`src/rtl/axis_width_upsizer.sv`:
```
// ----------------------------------------------------------------------------
// axis_width_upsizer
//
// AXI-Stream width upsizer. Packs RATIO consecutive IN_WIDTH-bit input beats
// into one OUT_WIDTH-bit output beat. The first beat of a word goes to the
// lowest lane. Input TLAST flushes a partial word: unfilled upper lanes are
// zero-padded, and TLAST is forwarded on the output word.
//
// Optional feature (macro AXIS_UPSIZE_TKEEP_EN):
//   When the macro is defined, a byte-valid mask AXIS_TX_TKEEP is generated.
//   Each filled lane contributes IN_WIDTH/8 ones. When the macro is undefined,
//   neither the port nor its register exists.
//
// Parameters:
//   IN_WIDTH   input beat width in bits (multiple of 8)
//   RATIO      input beats per output beat (2..16)
//   OUT_WIDTH  IN_WIDTH*RATIO, derived
//
// Ports:
//   clk             clock, rising edge
//   resetn          asynchronous active-low reset
//   AXIS_RX_TDATA   input data
//   AXIS_RX_TVALID  input valid
//   AXIS_RX_TLAST   input end of packet
//   AXIS_RX_TREADY  input ready
//   AXIS_TX_TDATA   packed output data
//   AXIS_TX_TKEEP   output byte-valid mask (only with AXIS_UPSIZE_TKEEP_EN)
//   AXIS_TX_TVALID  output valid
//   AXIS_TX_TLAST   output end of packet
//   AXIS_TX_TREADY  output ready
// ----------------------------------------------------------------------------
module axis_width_upsizer #(
  parameter int unsigned IN_WIDTH = 256,
  parameter int unsigned RATIO    = 2,
  localparam int unsigned OUT_WIDTH = IN_WIDTH * RATIO
) (
  input  logic                   clk,
  input  logic                   resetn,
  input  logic [IN_WIDTH-1:0]    AXIS_RX_TDATA,
  input  logic                   AXIS_RX_TVALID,
  input  logic                   AXIS_RX_TLAST,
  output logic                   AXIS_RX_TREADY,
  output logic [OUT_WIDTH-1:0]   AXIS_TX_TDATA,
`ifdef AXIS_UPSIZE_TKEEP_EN
  output logic [OUT_WIDTH/8-1:0] AXIS_TX_TKEEP,
`endif
  output logic                   AXIS_TX_TVALID,
  output logic                   AXIS_TX_TLAST,
  input  logic                   AXIS_TX_TREADY
);

  localparam int unsigned LaneW     = (RATIO > 1) ? $clog2(RATIO) : 1;
  localparam int unsigned LaneBytes = IN_WIDTH / 8;
  localparam logic [LaneW-1:0] LastLane = LaneW'(RATIO - 1);

  // Accumulator only needs RATIO-1 lanes: the completing beat goes straight
  // into the output register.
  logic [IN_WIDTH-1:0]  acc_q [RATIO-1];
  logic [LaneW-1:0]     lane_q, lane_d;

  logic                 out_full_q, out_full_d;
  logic [OUT_WIDTH-1:0] data_q;
  logic                 last_q;

  logic                 rx_fire;
  logic                 completes;
  logic                 load;
  logic                 tx_fire;
  logic [OUT_WIDTH-1:0] load_data;

  // ---------------------------------------------------------------------------
  // Handshake decode
  // ---------------------------------------------------------------------------
  // A non-completing beat can always go into the accumulator. A completing
  // beat needs the output register to be empty or draining this cycle.
  assign AXIS_RX_TREADY = resetn &
                          ((~out_full_q | AXIS_TX_TREADY) |
                           ((lane_q < LastLane) & ~AXIS_RX_TLAST));

  assign rx_fire   = AXIS_RX_TVALID & AXIS_RX_TREADY;
  assign completes = (lane_q == LastLane) | AXIS_RX_TLAST;
  assign load      = rx_fire & completes;
  assign tx_fire   = out_full_q & AXIS_TX_TREADY;

  // ---------------------------------------------------------------------------
  // Output word assembly: lanes below the current lane come from the
  // accumulator, the incoming beat fills the current lane, and higher lanes
  // are zero. Stale accumulator data never leaks into padded lanes.
  // ---------------------------------------------------------------------------
  always_comb begin
    load_data = '0;
    for (int unsigned i = 0; i < RATIO - 1; i++) begin
      if (LaneW'(i) < lane_q) begin
        load_data[i*IN_WIDTH +: IN_WIDTH] = acc_q[i];
      end
    end
    for (int unsigned i = 0; i < RATIO; i++) begin
      if (LaneW'(i) == lane_q) begin
        load_data[i*IN_WIDTH +: IN_WIDTH] = AXIS_RX_TDATA;
      end
    end
  end

  // ---------------------------------------------------------------------------
  // Next-state logic for lane counter and output occupancy
  // ---------------------------------------------------------------------------
  always_comb begin
    lane_d = lane_q;
    if (rx_fire) begin
      lane_d = completes ? '0 : lane_q + LaneW'(1);
    end
  end

  // A load in the same cycle as a drain keeps the register full.
  always_comb begin
    out_full_d = out_full_q;
    if (load) begin
      out_full_d = 1'b1;
    end else if (tx_fire) begin
      out_full_d = 1'b0;
    end
  end

  // ---------------------------------------------------------------------------
  // Accumulator: written only by non-completing beats, so lane_q < RATIO-1.
  // Contents are never observed before being written, so no reset is needed.
  // ---------------------------------------------------------------------------
  always_ff @(posedge clk) begin
    if (rx_fire && !completes) begin
      for (int unsigned i = 0; i < RATIO - 1; i++) begin
        if (LaneW'(i) == lane_q) begin
          acc_q[i] <= AXIS_RX_TDATA;
        end
      end
    end
  end

  // ---------------------------------------------------------------------------
  // Control and output registers
  // ---------------------------------------------------------------------------
  always_ff @(posedge clk or negedge resetn) begin
    if (!resetn) begin
      lane_q     <= '0;
      out_full_q <= 1'b0;
      data_q     <= '0;
      last_q     <= 1'b0;
    end else begin
      lane_q     <= lane_d;
      out_full_q <= out_full_d;
      if (load) begin
        data_q <= load_data;
        last_q <= AXIS_RX_TLAST;
      end
    end
  end

`ifdef AXIS_UPSIZE_TKEEP_EN
  logic [OUT_WIDTH/8-1:0] keep_q;
  logic [OUT_WIDTH/8-1:0] load_keep;

  // Lanes 0..lane_q are filled; everything above is padding.
  always_comb begin
    load_keep = '0;
    for (int unsigned i = 0; i < RATIO; i++) begin
      if (LaneW'(i) <= lane_q) begin
        load_keep[i*LaneBytes +: LaneBytes] = '1;
      end
    end
  end

  always_ff @(posedge clk or negedge resetn) begin
    if (!resetn) begin
      keep_q <= '0;
    end else if (load) begin
      keep_q <= load_keep;
    end
  end

  assign AXIS_TX_TKEEP = keep_q;
`endif

  assign AXIS_TX_TDATA  = data_q;
  assign AXIS_TX_TLAST  = last_q;
  assign AXIS_TX_TVALID = out_full_q;

endmodule
```
`config.mk`:
```
export PLATFORM = sky130hd
export DESIGN_NAME = axis_width_upsizer
export DESIGN_NICKNAME = d
export VERILOG_FILES = /design/src/rtl/axis_width_upsizer.sv
export SDC_FILE = /design/constraint.sdc
export NUM_CORES = 1
export LEC_CHECK = 0
export CAP_MARGIN = 20
export CORE_ASPECT_RATIO = 1.5
export CORE_MARGIN = 2
export CORE_UTILIZATION = 28
export CTS_BUF_LIST = sky130_fd_sc_hd__clkbuf_8 sky130_fd_sc_hd__clkbuf_16
export DETAILED_ROUTE_END_ITERATION = 6
export PLACE_DENSITY = 0.55
export SLEW_MARGIN = 0
export SYNTH_ARGS = -nofsm -noshare
export SYNTH_HDL_FRONTEND = slang
export SYNTH_SLANG_ARGS = --single-unit
export TNS_END_PERCENT = 30
```
`constraint.sdc`:
```
create_clock -name clk -period 7.2 [get_ports clk]
set_input_delay 1.08 -clock clk [delete_from_list [all_inputs] [get_ports clk]]
set_output_delay 1.08 -clock clk [all_outputs]
set_load 0.02 [all_outputs]
```
==> flow_metrics.env <==
export IMPL_max_freq_mhz=275.2
export IMPL_ctsHtreeMaxLevel=3
export IMPL_cp_arrival_ns=2.55
export IMPL_die_area_sq_um=110500
export IMPL_core_area_sq_um=107000
export IMPL_period_share_pct=50.46
export IMPL_worstPathMaxFanout=50
export IMPL_synth_cells=1666
export IMPL_ys_warn_count=0
export IMPL_p_total_uw=15120
export IMPL_ys_ff_latch=771
export IMPL_p_switching_uw=4673
export IMPL_crit_path_start_kind="register"
export IMPL_syn_area_sq_um=30190
export IMPL_cts_buffers=81
export IMPL_worst_pin_slew_ns=1.242
export IMPL_grt_pass1_vias=19470
export IMPL_drv_slew=0
export IMPL_areaGrowthSynthToFinish_pct=38.98
export IMPL_final_core_util_pct=39.20
export IMPL_route_met2_wl_mm=42.74
export IMPL_hpwlAfterDp_mm=58.55
export IMPL_rsz0062_at_grt="no"
export IMPL_p_clk_share_pct=28.5
export IMPL_drc=0
export IMPL_wire_per_inst_um=22.62
export IMPL_cts_root_buffer="clkbuf_16"
export IMPL_relSlewSlack_pct=17.19
export IMPL_critPathKind="reg2out"
export IMPL_cts_hold_buf=0
export IMPL_power_frac_comb_pct=32.0
export IMPL_status="finished, final reports clean"
export IMPL_synth_yosys_seq_area_share_pct=68.14
export IMPL_fin_tns_setup_ns=0
export IMPL_grt_overflow_total=0
export IMPL_synth_edf_count=256
export IMPL_vias=18040
export IMPL_die_h_um=406.2
export IMPL_finClkSkew_ns=0.02326
export IMPL_finalCriticalPeriod_ns=3.633
export IMPL_end_kind="output port"
export IMPL_clock_latency_ns=0.67
export IMPL_antenna_found_initial=6
export IMPL_grt_first_pass_wirelength_mm=131.4
export IMPL_place_gp_congestion=0.8105
export IMPL_grt_util_all_layers_pct=15.63
export IMPL_ys_flop_type="dfrtp_1"
export IMPL_hold_ws_ns=0.4073
export IMPL_ant_nets=0
export IMPL_drt_wl_total_mm=88.47
export IMPL_maxCapViolCount=0
export IMPL_dr_wl_met3_mm=6.717
export IMPL_p_int_uw=10450
export IMPL_pin_count=776
export IMPL_final_nets=2687
export IMPL_static_leakage_power_uw=0.01725
export IMPL_met1_length_mm=35.82
export IMPL_powerDensity_nw_per_um2=360.4
export IMPL_cts_resized_gates=0
export IMPL_cts_sinks=771
export IMPL_die_x_um=272.1
export IMPL_synth_cell_types=22
export IMPL_holdCritPathClass="in2async"
export IMPL_dr_pass1_iters=5
export IMPL_final_setup_viol_count=0
export IMPL_clockBufferDepth=3
export IMPL_start_util_pct=28.21
export IMPL_portBuffers=775
export IMPL_drive_gt1_share_pct=26.19
export IMPL_cts_tree="yes"
export IMPL_grt_max_degree=162
export IMPL_syn_area_per_cell_sq_um=18.12
export IMPL_syn_nets=1927
export IMPL_irDropWorstVdd_v=0.0002288
export IMPL_required_ns=6.12
export IMPL_post_cts_buffers=0
export IMPL_top_layer_used="met5"
export IMPL_hold_viol=0
export IMPL_swShare_pct=30.90
export IMPL_path_clk_slew_ns=0.06
export IMPL_drt_iter0_drc=977
export IMPL_fp_row_count=147
export IMPL_async_flop_share_pct=66.80
export IMPL_seq_power_share_pct=39.4
export IMPL_viasPerCell=4.614
-- Yosys cell counts (2+ instances only) --
cell type / count / area [sq um]
inv_1: 2 / 7.510
edfxtp_1: 256 / 7687
dfrtp_1: 515 / 12890
buf_2: 80 / 400.4
clkbuf_1: 8 / 30.03
mux2_4: 200 / 3003
a22o_1: 256 / 2242
mux2_2: 305 / 3435
buf_6: 16 / 180.2
buf_8: 10 / 150.1
mux2_1: 7 / 78.83
-- final timing paths --
path / from / endpoint / slack, ns / cells past startpoint
worst min register to register: AXIS_TX_TDATA[254] / AXIS_TX_TDATA[254] / 0.50 / 1
min in group clk: AXIS_TX_TDATA[254] / AXIS_TX_TDATA[254] / 0.50 / 1
max in group asynchronous: resetn / AXIS_TX_TDATA[38] / 4.69 / 4
worst min-delay path: resetn / AXIS_TX_TDATA[103] / 0.41 / 1
worst max-delay path: lane_q / AXIS_RX_TREADY / 3.57 / 3
worst max register to register: lane_q / AXIS_TX_TDATA[147] / 3.64 / 4
-- cells by family after synthesis --
group	count (synthesis)	share of synthesized area, %
AO/OA/AOI/OAI	259	7.497
flip-flops	771	68.14
multiplexers	512	21.58
AND/OR/NAND/NOR	7	0.2072
buffers and inverters	117	2.569
-- area by class of cell --
cell class	count	area, sq um
Sequential cell	771	20580
Clock inverter	56	509.2
Timing Repair Buffer	792	8010
Antenna cell	3	7.507
Fill cell	9909	65080
Clock buffer	94	2228
Tap cell	1415	1770
Multi-Input combinational cell	778	8850
Inverter	2	7.507
-- sequential cells by signal, summed over array words and instances, names as in the netlist --
register and flops:
acc_q 256, AXIS_TX_TDATA 512, lane_q 1, AXIS_TX_TLAST 1
AXIS_TX_TVALID 1
-- worst max-delay path, cell delays in order, from the launching register on --
cell,delay [ns]
dfrtp_4,1.00
nor2_2,0.14
o21a_1,0.22
clkdlybuf4s50_1,0.53
-- through the flow --
stage	std cells	instance area, sq um	worst slack, ns
floorplan	1666	30190	2.422
finish	3911	41960	3.567
CTS	3907	41930	3.394
global placement	3757	39190	3.274
detailed placement	3757	39190	3.220
global route	3910	41960	3.398
-- power groups by stage --
stage / sequential [uW] / clock [uW] / combinational, uW
2_1_floorplan: 6960 / 0 / 1450
3_3_place_gp: 6000 / 0 / 4860
3_5_place_dp: 6030 / 0 / 4890
4_1_cts: 5970 / 4470 / 4910
5_1_grt: 6080 / 4630 / 5070
6_report: 5960 / 4320 / 4840
-- placed cells by master, fill, tap and decap left out, types with 6 or more instances in the layout --
cell and count:
mux2_4 200, clkbuf_16 83, clkdlybuf4s50_1 774, dfrtp_1 514, clkbuf_8 11, mux2_2 305, a22o_1 256, clkinv_1 7
inv_6 6, inv_1 21, edfxtp_1 256, bufinv_16 6, buf_12 8, clkinv_2 11, buf_4 8, mux2_1 7
-- metal layers --
metal  track usage [%]  up-vias
met5                 0        -
li1                  -     7871
met2             25.60      672
met1             19.09     9372
met3             4.532      127
met4             6.931        2
(Power assumes the default switching activity.)
